===== src/rtl/tcp_rx_seg_accept_if.sv =====
// Segment-in / result-out handshake bundle for tcp_rx_seg_accept.
// The slave modport is the acceptance engine; the master modport is its surrounding parser/scheduler.
interface tcp_rx_seg_accept_if #(
  parameter int FLOWID_W = 8,
  parameter int RX_PTR_W = 14,
  parameter int LEN_W    = 16,
  parameter int ADDR_W   = 32
);
  logic                in_val;
  logic                in_rdy;
  logic [FLOWID_W-1:0] in_flowid;
  logic [31:0]         in_seq_num;
  logic [ADDR_W-1:0]   in_payload_addr;
  logic [LEN_W-1:0]    in_payload_len;

  logic                out_val;
  logic                out_rdy;
  logic [FLOWID_W-1:0] out_flowid;
  logic                out_accept;
  logic [LEN_W-1:0]    out_len;
  logic [ADDR_W-1:0]   out_payload_addr;
  logic                out_ack_pend;
  logic [31:0]         out_their_ack;
  logic [RX_PTR_W:0]   out_our_win;

  modport master (
    output in_val, in_flowid, in_seq_num, in_payload_addr, in_payload_len,
    input  in_rdy,
    input  out_val, out_flowid, out_accept, out_len, out_payload_addr,
           out_ack_pend, out_their_ack, out_our_win,
    output out_rdy
  );

  modport slave (
    input  in_val, in_flowid, in_seq_num, in_payload_addr, in_payload_len,
    output in_rdy,
    output out_val, out_flowid, out_accept, out_len, out_payload_addr,
           out_ack_pend, out_their_ack, out_our_win,
    input  out_rdy
  );
endinterface


===== src/rtl/tcp_rx_seg_accept.sv =====
// Three-stage pipelined TCP receive acceptance engine with per-flow ack/tail forwarding.
// Optional: define TCP_RX_TRIM_EN to partially accept in-order segments that overrun the window.
module tcp_rx_seg_accept #(
  parameter int FLOWID_W = 8,
  parameter int RX_PTR_W = 14,
  parameter int LEN_W    = 16,
  parameter int ADDR_W   = 32,
  parameter int CNT_W    = 32
) (
  input  logic                clk,
  input  logic                rst,
  tcp_rx_seg_accept_if.slave  bus_if,
  output logic [FLOWID_W-1:0] st_rd_addr,
  input  logic [31:0]         st_rd_ack,
  input  logic [RX_PTR_W:0]   st_rd_tail,
  input  logic [RX_PTR_W:0]   st_rd_head,
  output logic                st_wr_val,
  output logic [FLOWID_W-1:0] st_wr_addr,
  output logic [31:0]         st_wr_ack,
  output logic [RX_PTR_W:0]   st_wr_tail,
  output logic [CNT_W-1:0]    stat_accept_cnt,
  output logic [CNT_W-1:0]    stat_drop_cnt
);
  localparam int PTR_W = RX_PTR_W + 1;
  localparam int CMP_W = (LEN_W > PTR_W) ? LEN_W : PTR_W;
  localparam logic [PTR_W-1:0] BUF_SIZE = {1'b1, {RX_PTR_W{1'b0}}};

  // S1: segment fields plus the held memory response
  logic                s1_vld_q, s1_new_q;
  logic [FLOWID_W-1:0] s1_flowid_q;
  logic [31:0]         s1_seq_q;
  logic [ADDR_W-1:0]   s1_addr_q;
  logic [LEN_W-1:0]    s1_len_q;
  logic [31:0]         s1_ack_q;
  logic [PTR_W-1:0]    s1_tail_q, s1_head_q;

  // S2: output register, also the source of the state write
  logic                s2_vld_q, s2_accept_q, s2_pend_q, s2_drop_q;
  logic [FLOWID_W-1:0] s2_flowid_q;
  logic [LEN_W-1:0]    s2_len_q;
  logic [ADDR_W-1:0]   s2_addr_q;
  logic [31:0]         s2_ack_q;
  logic [PTR_W-1:0]    s2_tail_q, s2_win_q;

  // Last write, covering the read that collided with it
  logic                lw_vld_q;
  logic [FLOWID_W-1:0] lw_flowid_q;
  logic [31:0]         lw_ack_q;
  logic [PTR_W-1:0]    lw_tail_q;

  logic [CNT_W-1:0]    acc_cnt_q, drop_cnt_q;

  logic in_rdy, s0_fire, s1_adv, s2_fire;

  assign s2_fire = s2_vld_q && bus_if.out_rdy;
  assign s1_adv  = s1_vld_q && (!s2_vld_q || bus_if.out_rdy);
  assign in_rdy  = !rst && !(s1_vld_q && s2_vld_q && !bus_if.out_rdy);
  assign s0_fire = bus_if.in_val && in_rdy;

  assign bus_if.in_rdy = in_rdy;
  assign st_rd_addr    = rst ? '0 : bus_if.in_flowid;

  logic [31:0]      cur_ack, fwd_ack, new_ack;
  logic [PTR_W-1:0] cur_tail, cur_head, fwd_tail, new_tail;
  logic [PTR_W-1:0] used, win, new_win;
  logic [LEN_W-1:0] acc_len;
  logic             match, has_len, accept, drop;

  always_comb begin
    // NOTE: every always_comb output gets a default first so no path can infer a latch.
    cur_ack  = s1_ack_q;
    cur_tail = s1_tail_q;
    cur_head = s1_head_q;
    if (s1_new_q) begin
      cur_head = st_rd_head;
      if (lw_vld_q && (lw_flowid_q == s1_flowid_q)) begin
        cur_ack  = lw_ack_q;
        cur_tail = lw_tail_q;
      end else begin
        cur_ack  = st_rd_ack;
        cur_tail = st_rd_tail;
      end
    end

    // The segment retiring this cycle is the newest state for its flow
    fwd_ack  = cur_ack;
    fwd_tail = cur_tail;
    if (s2_fire && (s2_flowid_q == s1_flowid_q)) begin
      fwd_ack  = s2_ack_q;
      fwd_tail = s2_tail_q;
    end

    used    = fwd_tail - cur_head;
    win     = BUF_SIZE - used;
    match   = (s1_seq_q == fwd_ack);
    has_len = (s1_len_q != '0);
    accept  = 1'b0;
    acc_len = '0;
    if (match && has_len && (CMP_W'(s1_len_q) <= CMP_W'(win))) begin
      accept  = 1'b1;
      acc_len = s1_len_q;
    end
`ifdef TCP_RX_TRIM_EN
    else if (match && has_len && (win != '0)) begin
      accept  = 1'b1;
      acc_len = LEN_W'(win);
    end
`endif
    drop     = has_len && !accept;
    new_ack  = fwd_ack + 32'(acc_len);
    new_tail = fwd_tail + PTR_W'(acc_len);
    new_win  = win - PTR_W'(acc_len);
  end

  always_ff @(posedge clk or posedge rst) begin
    if (rst) begin
      s1_vld_q    <= 1'b0;
      s1_new_q    <= 1'b0;
      s1_flowid_q <= '0;
      s1_seq_q    <= '0;
      s1_addr_q   <= '0;
      s1_len_q    <= '0;
      s1_ack_q    <= '0;
      s1_tail_q   <= '0;
      s1_head_q   <= '0;
      s2_vld_q    <= 1'b0;
      s2_accept_q <= 1'b0;
      s2_pend_q   <= 1'b0;
      s2_drop_q   <= 1'b0;
      s2_flowid_q <= '0;
      s2_len_q    <= '0;
      s2_addr_q   <= '0;
      s2_ack_q    <= '0;
      s2_tail_q   <= '0;
      s2_win_q    <= '0;
      lw_vld_q    <= 1'b0;
      lw_flowid_q <= '0;
      lw_ack_q    <= '0;
      lw_tail_q   <= '0;
      acc_cnt_q   <= '0;
      drop_cnt_q  <= '0;
    end else begin
      // NOTE: non-blocking assignments so every stage samples the pre-edge value of its neighbour.
      if (s0_fire) begin
        s1_vld_q    <= 1'b1;
        s1_new_q    <= 1'b1;
        s1_flowid_q <= bus_if.in_flowid;
        s1_seq_q    <= bus_if.in_seq_num;
        s1_addr_q   <= bus_if.in_payload_addr;
        s1_len_q    <= bus_if.in_payload_len;
      end else if (s1_adv) begin
        s1_vld_q <= 1'b0;
        s1_new_q <= 1'b0;
      end else if (s1_vld_q && s1_new_q) begin
        // Stalled: the memory response is only valid for one cycle, so hold it
        s1_new_q  <= 1'b0;
        s1_ack_q  <= cur_ack;
        s1_tail_q <= cur_tail;
        s1_head_q <= cur_head;
      end

      if (s1_adv) begin
        s2_vld_q    <= 1'b1;
        s2_accept_q <= accept;
        s2_pend_q   <= has_len;
        s2_drop_q   <= drop;
        s2_flowid_q <= s1_flowid_q;
        s2_len_q    <= acc_len;
        s2_addr_q   <= s1_addr_q;
        s2_ack_q    <= new_ack;
        s2_tail_q   <= new_tail;
        s2_win_q    <= new_win;
      end else if (s2_fire) begin
        s2_vld_q <= 1'b0;
      end

      lw_vld_q <= s2_fire;
      if (s2_fire) begin
        lw_flowid_q <= s2_flowid_q;
        lw_ack_q    <= s2_ack_q;
        lw_tail_q   <= s2_tail_q;
      end

      if (s2_fire && s2_accept_q && (acc_cnt_q != '1))
        acc_cnt_q <= acc_cnt_q + CNT_W'(1);
      if (s2_fire && s2_drop_q && (drop_cnt_q != '1))
        drop_cnt_q <= drop_cnt_q + CNT_W'(1);
    end
  end

  assign bus_if.out_val          = s2_vld_q;
  assign bus_if.out_flowid       = s2_flowid_q;
  assign bus_if.out_accept       = s2_accept_q;
  assign bus_if.out_len          = s2_len_q;
  assign bus_if.out_payload_addr = s2_addr_q;
  assign bus_if.out_ack_pend     = s2_pend_q;
  assign bus_if.out_their_ack    = s2_ack_q;
  assign bus_if.out_our_win      = s2_win_q;

  assign st_wr_val  = s2_fire;
  assign st_wr_addr = s2_flowid_q;
  assign st_wr_ack  = s2_ack_q;
  assign st_wr_tail = s2_tail_q;

  assign stat_accept_cnt = acc_cnt_q;
  assign stat_drop_cnt   = drop_cnt_q;
endmodule


===== src/flat_wrapper.sv =====
// flat-port wrapper written by rule: the top's interface ports become plain ports
module tcp_rx_seg_accept_flat 
#(
  parameter int FLOWID_W = 8,
  parameter int RX_PTR_W = 14,
  parameter int LEN_W    = 16,
  parameter int ADDR_W   = 32,
  parameter int CNT_W    = 32
)
  (clk, rst, st_rd_addr, st_rd_ack, st_rd_tail, st_rd_head, st_wr_val, st_wr_addr, st_wr_ack, st_wr_tail, stat_accept_cnt, stat_drop_cnt, bus_if_in_val, bus_if_in_flowid, bus_if_in_seq_num, bus_if_in_payload_addr, bus_if_in_payload_len, bus_if_in_rdy, bus_if_out_val, bus_if_out_flowid, bus_if_out_accept, bus_if_out_len, bus_if_out_payload_addr, bus_if_out_ack_pend, bus_if_out_their_ack, bus_if_out_our_win, bus_if_out_rdy);
  tcp_rx_seg_accept_if #(.FLOWID_W(FLOWID_W), .RX_PTR_W(RX_PTR_W), .LEN_W(LEN_W), .ADDR_W(ADDR_W)) bus_if_i ();
  input  logic clk;
  input  logic rst;
  output logic [FLOWID_W-1:0] st_rd_addr;
  input  logic [31:0] st_rd_ack;
  input  logic [RX_PTR_W:0] st_rd_tail;
  input  logic [RX_PTR_W:0] st_rd_head;
  output logic st_wr_val;
  output logic [FLOWID_W-1:0] st_wr_addr;
  output logic [31:0] st_wr_ack;
  output logic [RX_PTR_W:0] st_wr_tail;
  output logic [CNT_W-1:0] stat_accept_cnt;
  output logic [CNT_W-1:0] stat_drop_cnt;
  input wire logic [$bits(bus_if_i.in_val)-1:0] bus_if_in_val;
  input wire logic [$bits(bus_if_i.in_flowid)-1:0] bus_if_in_flowid;
  input wire logic [$bits(bus_if_i.in_seq_num)-1:0] bus_if_in_seq_num;
  input wire logic [$bits(bus_if_i.in_payload_addr)-1:0] bus_if_in_payload_addr;
  input wire logic [$bits(bus_if_i.in_payload_len)-1:0] bus_if_in_payload_len;
  output wire logic [$bits(bus_if_i.in_rdy)-1:0] bus_if_in_rdy;
  output wire logic [$bits(bus_if_i.out_val)-1:0] bus_if_out_val;
  output wire logic [$bits(bus_if_i.out_flowid)-1:0] bus_if_out_flowid;
  output wire logic [$bits(bus_if_i.out_accept)-1:0] bus_if_out_accept;
  output wire logic [$bits(bus_if_i.out_len)-1:0] bus_if_out_len;
  output wire logic [$bits(bus_if_i.out_payload_addr)-1:0] bus_if_out_payload_addr;
  output wire logic [$bits(bus_if_i.out_ack_pend)-1:0] bus_if_out_ack_pend;
  output wire logic [$bits(bus_if_i.out_their_ack)-1:0] bus_if_out_their_ack;
  output wire logic [$bits(bus_if_i.out_our_win)-1:0] bus_if_out_our_win;
  input wire logic [$bits(bus_if_i.out_rdy)-1:0] bus_if_out_rdy;
  assign bus_if_i.in_val = bus_if_in_val;
  assign bus_if_i.in_flowid = bus_if_in_flowid;
  assign bus_if_i.in_seq_num = bus_if_in_seq_num;
  assign bus_if_i.in_payload_addr = bus_if_in_payload_addr;
  assign bus_if_i.in_payload_len = bus_if_in_payload_len;
  assign bus_if_in_rdy = bus_if_i.in_rdy;
  assign bus_if_out_val = bus_if_i.out_val;
  assign bus_if_out_flowid = bus_if_i.out_flowid;
  assign bus_if_out_accept = bus_if_i.out_accept;
  assign bus_if_out_len = bus_if_i.out_len;
  assign bus_if_out_payload_addr = bus_if_i.out_payload_addr;
  assign bus_if_out_ack_pend = bus_if_i.out_ack_pend;
  assign bus_if_out_their_ack = bus_if_i.out_their_ack;
  assign bus_if_out_our_win = bus_if_i.out_our_win;
  assign bus_if_i.out_rdy = bus_if_out_rdy;
  tcp_rx_seg_accept #(.FLOWID_W(FLOWID_W), .RX_PTR_W(RX_PTR_W), .LEN_W(LEN_W), .ADDR_W(ADDR_W), .CNT_W(CNT_W)) u_core (.clk(clk), .rst(rst), .bus_if(bus_if_i), .st_rd_addr(st_rd_addr), .st_rd_ack(st_rd_ack), .st_rd_tail(st_rd_tail), .st_rd_head(st_rd_head), .st_wr_val(st_wr_val), .st_wr_addr(st_wr_addr), .st_wr_ack(st_wr_ack), .st_wr_tail(st_wr_tail), .stat_accept_cnt(stat_accept_cnt), .stat_drop_cnt(stat_drop_cnt));
endmodule

===== config.mk =====
export PLATFORM = sky130hd
export DESIGN_NAME = tcp_rx_seg_accept_flat
export DESIGN_NICKNAME = d
export VERILOG_FILES = /design/src/rtl/tcp_rx_seg_accept_if.sv /design/src/rtl/tcp_rx_seg_accept.sv /design/src/flat_wrapper.sv
export SDC_FILE = /design/constraint.sdc
export NUM_CORES = 1
export LEC_CHECK = 0
export ABC_CLOCK_PERIOD_IN_PS = 17460
export CORE_MARGIN = 8
export CORE_UTILIZATION = 25
export CTS_BUF_LIST = sky130_fd_sc_hd__clkbuf_2 sky130_fd_sc_hd__clkbuf_4 sky130_fd_sc_hd__clkbuf_8
export CTS_CLUSTER_DIAMETER = 120
export DETAILED_ROUTE_END_ITERATION = 10
export PLACE_DENSITY_LB_ADDON = 0.1
export SLEW_MARGIN = 10
export SYNTH_ARGS = -nofsm -noshare
export SYNTH_HDL_FRONTEND = slang
export SYNTH_SLANG_ARGS = --single-unit

===== constraint.sdc =====
create_clock -name clk -period 17.46 [get_ports clk]
set_clock_uncertainty 0.15 [all_clocks]
set_input_delay 2.619 -clock clk [delete_from_list [all_inputs] [get_ports clk]]
set_output_delay 2.619 -clock clk [all_outputs]
set_load 0.02 [all_outputs]

* Word level (Yosys, flattened, before mapping)
Index checks and enable logic that the tools add are counted.
** Word-level totals
- Flip-flop bits (word level) :: 394
- Input bits :: 154
- Output and inout port bits :: 235
** Cells by class
- $add $sub $neg :: 7
- Order comparisons :: 1
- Equal/unequal tests :: 5
- Mux-type cells :: 17
- Bitwise logic cells :: 2
- Reductions and logical operators :: 27
** Operator list (count)
- 2-to-1 mux 32 bit :: 3
- adder 32 x 1 -> 32 bit, second input constant :: 2
- inequality test 32 bit, second input constant :: 2
- 2-to-1 mux 15 bit :: 4
- adder 32 x 16 -> 32 bit :: 1
- equality test 32 bit :: 1
- subtractor 15 bit :: 2
- equality test 8 bit :: 2
- <= comparator 16 x 15 -> 1 bit :: 1
- logical AND 1 bit :: 16
- 2-to-1 mux 16 bit :: 1
- nonzero test 16 bit :: 1
- adder 15 bit :: 1
- subtractor 15 bit, first input constant :: 1
- 2-to-1 mux 1 bit :: 8
- 2-to-1 mux 8 bit :: 1
- logical NOT 1 bit :: 5
- nonzero test 2 bit :: 2
- AND reduction 3 bit :: 1
- nonzero test 3 bit :: 1
- inverter 1 bit :: 2
- logical OR 1 bit :: 1

* Logic depth before layout (Yosys ltp)
Gate-level depths: netlist of run 1.
- Depth in word-level cells :: 12
- Depth in mapped cells :: 52
- Gate-level depth less buffers :: 45

* Worst setup path before layout of run 1
Ideal clock, no wire load.
- Kind :: input to register
- Start :: input bus_if_out_rdy
- End :: register u_core.s2_ack_q[23], in the netlist u_core.bus_if.out_their_ack[23]
- Setup time :: 87 ps
- Arrival :: 11917 ps
- Required time :: 17223 ps
- Path slack :: 5306 ps
- Stages :: 50
- Path buffers :: 9
- Cell sequence :: nand2_1 > nor2_1 > and3_1 > buf_4 > buf_4 > buf_6 > buf_2 > clkbuf_1 > clkbuf_1 > clkbuf_1 > a211oi_1 > a21oi_1 > ha_1 > ha_1 > inv_1 > fa_1 > nor2b_1 > o21ai_0 > [14 not listed] > nor4bb_1 > and3_1 > buf_4 > buf_8 > nand2_4 > inv_1 > ha_1 > a21o_1 > a21o_1 > a21oi_1 > o21a_1 > o21ai_0 > o31a_1 > o31a_1 > o41ai_1 > nor2_1 > mux2_2 > o211ai_1
** Between the ends
- Cells in the longest elaborated chain, start to end :: 9
- Elaborated cells between the ends (all ways) :: 14
- Classes of those cells :: add/sub: 3; order compare: 1; eq/ne: 1; mux: 3; reduce/logical: 6
** RTL lines
- start: declaration :: line flat_wrapper.sv:38 : input wire logic [$bits(bus_if_i.out_rdy)-1:0] bus_if_out_rdy;
- logical AND 1 bit (*) :: line tcp_rx_seg_accept.sv:55 : assign s2_fire = s2_vld_q && bus_if.out_rdy;
- logical AND 1 bit (*) :: line tcp_rx_seg_accept.sv:88 : if (s2_fire && (s2_flowid_q == s1_flowid_q)) begin
- 2-to-1 mux 15 bit :: line tcp_rx_seg_accept.sv:88
- subtractor 15 bit :: line tcp_rx_seg_accept.sv:93 : used = fwd_tail - cur_head;
- subtractor 15 bit :: line tcp_rx_seg_accept.sv:94 : win = BUF_SIZE - used;
- <= comparator 16 x 15 -> 1 bit :: line tcp_rx_seg_accept.sv:99 : if (match && has_len && (CMP_W'(s1_len_q) <= CMP_W'(win))) begin
- logical AND 1 bit (*) :: line tcp_rx_seg_accept.sv:99
- 2-to-1 mux 16 bit (*) :: line tcp_rx_seg_accept.sv:99
- via u_core.acc_len[1] :: line tcp_rx_seg_accept.sv:66 : logic [LEN_W-1:0] acc_len;
- adder 32 x 16 -> 32 bit (*) :: line tcp_rx_seg_accept.sv:110 : new_ack = fwd_ack + 32'(acc_len);
- end signal: assignment :: line tcp_rx_seg_accept.sv:170 : s2_ack_q <= new_ack;
- end: declaration :: line tcp_rx_seg_accept.sv:42 : logic [31:0] s2_ack_q;
The timed path passes the listed nets; every way through them passes the cells marked *.
A chain may end at the register's enable or synchronous reset.

* Worst setup path after layout of run 1
Ends and elaborated chain as after synthesis.

==> out/metrics.csv, run 1 <==
stage,metric,value,unit
status,status,finished clean,
clock_network,Max clock buf depth,3,
worst_setup_path,Bufs and invs on worst path,4,
clock_network,post-CTS setup buffers,0,
worst_setup_path,Critical Path AT,12.79,ns
route,DR iter-0 viols,1181,
yosys,cell with the most instances after synthesis,dfrtp_1,
min_path,Hold Path Class,flip-flop to flip-flop,
worst_setup_path,critical path required time,17.92,ns
power_and_ir_drop,Max IR drop VDD,0.06250,mV
layout,Multi-input gate area,0.01120,mm2
floorplanning,Starting Density,25.13,%
floorplanning,Die Y-Extent,313.6,um
min_path,Worst Hold Launch,u_core.s1_addr_q[6],
worst_setup_path,slowest CP cell,and3_1,
yosys,Yosys Warn Count,0,
grt,first-pass GRT wire length,131.8,mm
place,placed inst area,0.02701,mm2
route,post-route ant nets,0,
worst_setup_path,reg2reg start,u_core.s1_flowid_q[2],
timing,slew margin rel.,26.13,%
clock_network,H-tree depth,3,
clock_network,post-CTS sizing,0,
place,IO buf count,388,
yosys,async set-reset flop share out of synthesis,100.0,%
worst_setup_path,cell mode on critical path,a21o_1,
timing,worst setup margin,5.125,ns
worst_setup_path,Worst Setup SP,bus_if_out_rdy,
timing,endpoints failing setup,0,
yosys,sequential share of the synthesized area,44.54,%
place,DP HPWL,66.62,mm
grt,GR Overflow Total,0,
yosys,Cells after Synth,2260,
timing,Max Freq,0.08107,GHz
clock_network,hold buffer count at CTS,0,
yosys,Main synth FF type,dfrtp_1,
route,Vias/cell,4.818,
power_and_ir_drop,PD cells,147.4,mW/mm2
grt,gr usage total,17.62,%
floorplanning,Die X,313.6,um
route,post-DR wirelength/cell,23.22,um
worst_setup_path,Crit Path Max Fanout,64,
grt,vias in the first global route,19240,
clock_network,Clock Latency Late Sink,0.69,ns
place,GPL Wtd Cong,0.8879,
yosys,Syn Area/Cell,9.795,um2
clock_network,CTS Buf Count,79,
grt,antenna violations before repair,19,
layout,final net count,2864,
worst_setup_path,CP Capture Type,flip-flop,
route,DRC viols,0,
layout,layout cell share with drive strength beyond 1,13.65,%
floorplanning,Core ar.,0.08810,mm2
worst_setup_path,nature of the critical path startpoint,primary input,
grt,largest net degree at the start of global routing,169,
yosys,post-synth top area share,44.54,%
clock_network,CTS tree,yes,
yosys,most frequent cells after synthesis,"dfrtp_1 (394), nand2_1 (346), mux2_2 (169)",
yosys,Post-synth EDFFs,0,
floorplanning,num rows,109,
route,Vias,18530,
layout,Finished Cell Area,0.02867,mm2
timing,Slew Limit Fails,0,
yosys,Mapped Area,0.02214,mm2
clock_network,Clock transition at path regs,0.07,ns
worst_setup_path,CP top delay family,compound AO/OA/AOI/OAI gates,
timing,actual slew at the worst max-slew pin,1.108,ns
timing,setup TNS,0,ns
layout,fillers,9190,
clock_network,clock sink count,394,
timing,final hold slack,0.3068,ns
layout,Sequential Area,0.009863,mm2
timing,crit path time final,12.33,ns
worst_setup_path,CP max stage delay,0.97,ns
yosys,post-synthesis net count,2506,
yosys,Synth cell types,78,
worst_setup_path,critical path class,primary input to flip-flop,
timing,RSZ-0062 raised after global routing,no,
route,DRT Wirelength,89.29,mm
place,Place WS,4.416,ns
timing,Fin. Hold Viols,0,
layout,Layout area overhead,29.53,%
power_and_ir_drop,Leak,12.82,nW
yosys,"top cells by area, synth","dfrtp_1 (45%), mux2_2 (8.6%), nand2_1 (5.9%)",
yosys,cell taking the most area after synthesis,dfrtp_1,
timing,crit share post-route,70.65,%
yosys,"FF+latch count, synth",394,
floorplanning,I/O Pins,389,
clock_network,CTS Root Cell,clkbuf_8,
floorplanning,die area,0.09833,mm2
run,max_cap viols,0,
route,drt first pass iters,7,
layout,final core occ,32.55,%
==> metrics by stage <==
stage / instances / total power [mW]
after global routing: 3841 / 4.523
after detailed placement: 3702 / 3.243
final: 3846 / 4.226
after global placement: 3702 / 3.232
after floorplan: 2260 / 2.501
after CTS: 3839 / 4.296
==> layout by cell type, fill, tap and decap left out, types with 9 or more instances in the layout <==
cell	n
mux2_2	169
o21ai_0	139
o31ai_1	21
a211oi_1	35
mux2i_1	35
nand3_1	47
clkdlybuf4s50_1	388
a21oi_1	77
nor4_1	15
nand2b_1	23
o21a_1	12
o211ai_1	10
nor2b_1	25
and3_1	20
nor3_1	29
nand4_1	37
or3_1	9
nand2_1	342
a21o_1	32
o22ai_1	19
clkbuf_4	28
nand2_4	9
a31oi_1	10
nor2_1	98
xor2_1	56
clkbuf_8	94
ha_1	88
xnor2_1	97
dfrtp_1	393
buf_4	24
and2_1	18
inv_1	107
and4_1	10
==> cells by family after synthesis <==
family / Yosys count / share of synthesized area (%)
muxes: 204 / 10.18
DFF: 394 / 44.54
other: 1 / 0.01694
and+or+nand+nor: 712 / 15.28
AOI/OAI and AO/OA: 459 / 13.48
adders and majority gates: 92 / 5.335
xor gates and xnor gates: 154 / 6.155
buffers and inverters: 244 / 5.013
==> report_power, final <==
part           switching, mW  leakage, nW  internal (mW)
clock                  0.453        0.883          0.554
combinational          0.996         6.99          0.778
sequential             0.294         4.95           1.15
==> final timing paths <==
check / endpoint / slack [ns] / cells after the start
setup / recovery: u_core.bus_if.out_their_ack[23] / 5.13 / 43
hold / removal: u_core.bus_if.out_payload_addr[6] / 0.31 / 2
setup reg to reg: u_core.bus_if.out_their_ack[23] / 6.27 / 41
hold reg to reg: u_core.bus_if.out_payload_addr[6] / 0.31 / 2
max in group asynchronous: u_core.s1_new_q / 12.10 / 4
min in group asynchronous: u_core.stat_drop_cnt[8] / 2.57 / 2
==> sequential cells by signal, summed over array words and instances (netlist names), 15 cells and up <==
name                            flops
u_core.s1_seq_q                    32
u_core.bus_if.out_payload_addr     32
u_core.bus_if.out_their_ack        32
u_core.lw_ack_q                    32
u_core.lw_tail_q                   15
u_core.s1_ack_q                    32
u_core.stat_accept_cnt             32
u_core.s1_head_q                   15
u_core.bus_if.out_our_win          15
u_core.s1_tail_q                   15
u_core.s1_addr_q                   32
u_core.st_wr_tail                  15
u_core.stat_drop_cnt               32
u_core.s1_len_q                    16
u_core.bus_if.out_len              16
==> layer usage <==
layer  up-vias  part of all wire (%)  track usage [%]
met5         -                  0.16                0
met4        22                   2.4            4.906
met3       146                   7.5            5.247
met2       574                    46            28.54
met1      9118                    44            22.74
li1       8671                     -                -
==> worst min-delay path, delay by kind of cell (launching register included) <==
kind	cells	cell delay, ns
DFF	1	0.34
and+or+nand+nor	2	0.09
==> area by class of cell <==
| cell class | instances | area share (%) |
|---|---|---|
| clock inverters | 15 | 0.4844 |
| multi-input cells | 1622 | 39.05 |
| flip-flops and latches | 394 | 34.40 |
| well taps | 1165 | 5.084 |
| inverters | 108 | 1.440 |
| clock buffers | 122 | 5.245 |
| diodes | 7 | 0.06109 |
| repair buffers | 413 | 14.24 |
No activity file was read; power rests on OpenSTA's default activity.
==> run 2: changes to the inputs <==
- ABC_CLOCK_PERIOD_IN_PS: 17460 -> 11100
- clock period: 17.46 -> 11.1 ns (I/O delays scaled with it)
==> run 2 against run 1 <==
Clock power up 62%. Combinational power increased by 59%. Worst hold slack worse by 0.0023 ns. Via count rose by 0.42%. Flip-flop and latch count did not move.
==> out/metrics.csv, run 2 (same netlist as run 1, synthesis figures left out) <==
stage,metric,value,unit,change
clock_network,CTS Buf Count,81,,+2.5%
timing,crit share post-route,92.73,%,
timing,Max Freq,0.09715,GHz,
min_path,Hold Path Sink,u_core.bus_if.out_payload_addr[14],,
worst_setup_path,critical path class,primary input to flip-flop,,
power_and_ir_drop,Sw Ratio,40.92,%,-0.32 points
place,GPL Wtd Cong,0.8757,,-1.4%
power_and_ir_drop,net switching power,2.754,mW,+58%
grt,antenna violations before repair,20,,+1
floorplanning,Core ar.,0.08810,mm2,unchanged
power_and_ir_drop,Leak,12.93,nW,+0.82%
clock_network,CTS Root Cell,clkbuf_8,,
worst_setup_path,Crit Path Max Fanout,19,,-70%
worst_setup_path,worst reg-to-reg path cell count,43,,+4.9%
worst_setup_path,CP max stage delay,0.48,ns,-0.49 ns
route,Vias,18610,,+0.42%
layout,"commonest non-fill, non-tap cells in the layout","dfrtp_1 (393), clkdlybuf4s50_1 (388), nand2_1 (342)",,
min_path,hold path depth,2,,unchanged
min_path,Worst Hold Launch,u_core.s1_addr_q[14],,
grt,first-pass GRT wire length,134.1,mm,+1.8%
place,IO buf count,388,,unchanged
timing,RSZ-0062 raised after global routing,no,,
layout,"commonest non-fill, non-tap cell in the layout",dfrtp_1,,
route,Vias/cell,4.807,,-0.23%
clock_network,H-tree depth,3,,unchanged
floorplanning,Die Y-Extent,313.6,um,unchanged
worst_setup_path,Worst R2R End,u_core.bus_if.out_their_ack[23],,
floorplanning,die area,0.09833,mm2,unchanged
clock_network,Clock Latency Late Sink,0.69,ns,about the same
power_and_ir_drop,PD cells,233.0,mW/mm2,+58%
worst_setup_path,cell mode on critical path,a21o_1,,
route,DRC viols,0,,unchanged
layout,final core occ,32.78,%,+0.23 points
power_and_ir_drop,Clk pwr share,24.4,%,+0.6 points
floorplanning,num rows,109,,unchanged
power_and_ir_drop,Logic pwr share,42.0,%,about the same
timing,Fin. Hold Viols,0,,unchanged
timing,slew margin rel.,30.25,%,+4.1 points
route,DR iter-0 viols,1095,,-7.3%
worst_setup_path,slowest CP cell,clkdlybuf4s50_1,,
power_and_ir_drop,Max IR drop VDD,0.09629,mV,+54%
clock_network,post-CTS sizing,0,,unchanged
grt,gr usage total,18.18,%,+0.56 points
clock_network,clock sink count,394,,unchanged
clock_network,post-CTS setup buffers,0,,unchanged
worst_setup_path,reg2reg start,u_core.s1_flowid_q[3],,
floorplanning,Die X,313.6,um,unchanged
timing,setup TNS,0,ns,unchanged
worst_setup_path,nature of the critical path startpoint,primary input,,
min_path,Hold Path Class,flip-flop to flip-flop,,
run,max_cap viols,0,,unchanged
floorplanning,Starting Density,25.13,%,unchanged
status,status,finished clean,,
clock_network,Clock transition at path regs,0.06,ns,about the same
worst_setup_path,CP Capture Type,flip-flop,,
clock_network,hold buffer count at CTS,0,,unchanged
power_and_ir_drop,Sequential Power Share,33.6,%,-0.6 points
power_and_ir_drop,internal power,3.975,mW,+60%
route,post-route ant nets,0,,unchanged
timing,crit path time final,10.29,ns,
layout,final net count,2879,,+0.52%
timing,endpoints failing setup,0,,unchanged
route,DRT Wirelength,91.41,mm,+2.4%
worst_setup_path,worst reg2reg setup slack,1.17,ns,-5.10 ns
layout,layout cell share with drive strength beyond 1,14.43,%,+0.78 points
route,post-DR wirelength/cell,23.61,um,+1.7%
timing,Slew Limit Fails,0,,unchanged
grt,vias in the first global route,19400,,+0.83%
power_and_ir_drop,total power,6.729,mW,+59%
layout,Layout area overhead,30.45,%,
grt,largest net degree at the start of global routing,161,,-4.7%
grt,GR Overflow Total,0,,unchanged
floorplanning,I/O Pins,389,,unchanged
route,drt first pass iters,5,,-2
worst_setup_path,critical path required time,11.53,ns,-6.39 ns
place,DP HPWL,68.43,mm,+2.7%
worst_setup_path,Critical Path AT,10.72,ns,-2.07 ns
clock_network,CTS tree,yes,,
timing,actual slew at the worst max-slew pin,1.046,ns,-0.06179 ns
clock_network,Max clock buf depth,3,,unchanged
run 2: cell count changes in the layout (fill, tap and decap cells not counted), sizes merged:
cell	change
clkbuf	+11
inv	-3
clkinv	-3
diode	+4
clkinvlp	+3
buf	+13
run 2: worst max-delay path by stage:
stage | start | to | slack, ns | cells after the start
floorplan | bus_if_out_rdy | u_core.bus_if.out_their_ack[23] | 0.22 | 50
global placement | bus_if_out_rdy | u_core.bus_if.out_their_ack[23] | 0.37 | 44
detailed placement | bus_if_out_rdy | u_core.bus_if.out_their_ack[23] | 0.11 | 43
CTS | u_core.s1_flowid_q[3] | u_core.bus_if.out_their_ack[23] | 0.75 | 43
global route | bus_if_out_rdy | u_core.st_wr_tail[14] | 0.05 | 43
finish | bus_if_out_rdy | u_core.bus_if.out_their_ack[23] | 0.81 | 43
run 2: worst max-delay path, delay by kind of cell:
kind	cells	cell delay, ns
AOI/OAI and AO/OA	19	3.99
xor gates and xnor gates	1	0.20
adders and majority gates	5	1.26
buffers and inverters	5	1.13
muxes	1	0.27
and+or+nand+nor	12	2.18
run 2: layout make-up:
type / count / area, um2
antenna: 11 / 27.53
multi-input combinational: 1622 / 11220
sequential: 394 / 9863
fill: 9166 / 59220
clock buffer: 133 / 1643
timing repair buffer: 426 / 4179
tap: 1165 / 1458
inverter: 108 / 409.1
clock inverter: 12 / 81.33
run 2: metal layers:
metal / share of wire, % / vias to the layer above / global-route usage, % / wire length, um
met2: 46 / 596 / 29.08 / 41840
met1: 43 / 9149 / 22.90 / 39000
li1: - / 8709 / - / -
met5: 0.096 / - / 0 / 88
met3: 8.5 / 140 / 6.126 / 7806
met4: 2.9 / 14 / 6.127 / 2677
run 2: power groups by stage:
stage	Clock, mW	Combinational [mW]	Sequential, mW
floorplan	0	1.69	2.24
global placement	0	2.84	2.29
detailed placement	0	2.84	2.29
CTS	1.72	2.85	2.28
global route	1.78	3.11	2.33
finish	1.64	2.82	2.26
run 2: through the flow:
stage / area, um2 / cells / hold slack, ns / setup WS [ns]
4_1_cts: 28840 / 3860 / 0.2891 / 0.7468
5_1_grt: 28860 / 3862 / 0.3377 / 0.04722
3_3_place_gp: 27110 / 3714 / 0.2923 / 0.3680
3_5_place_dp: 27120 / 3715 / 0.2996 / 0.1053
2_1_floorplan: 22150 / 2260 / 0.2831 / 0.2232
6_report: 28880 / 3871 / 0.3045 / 0.8071
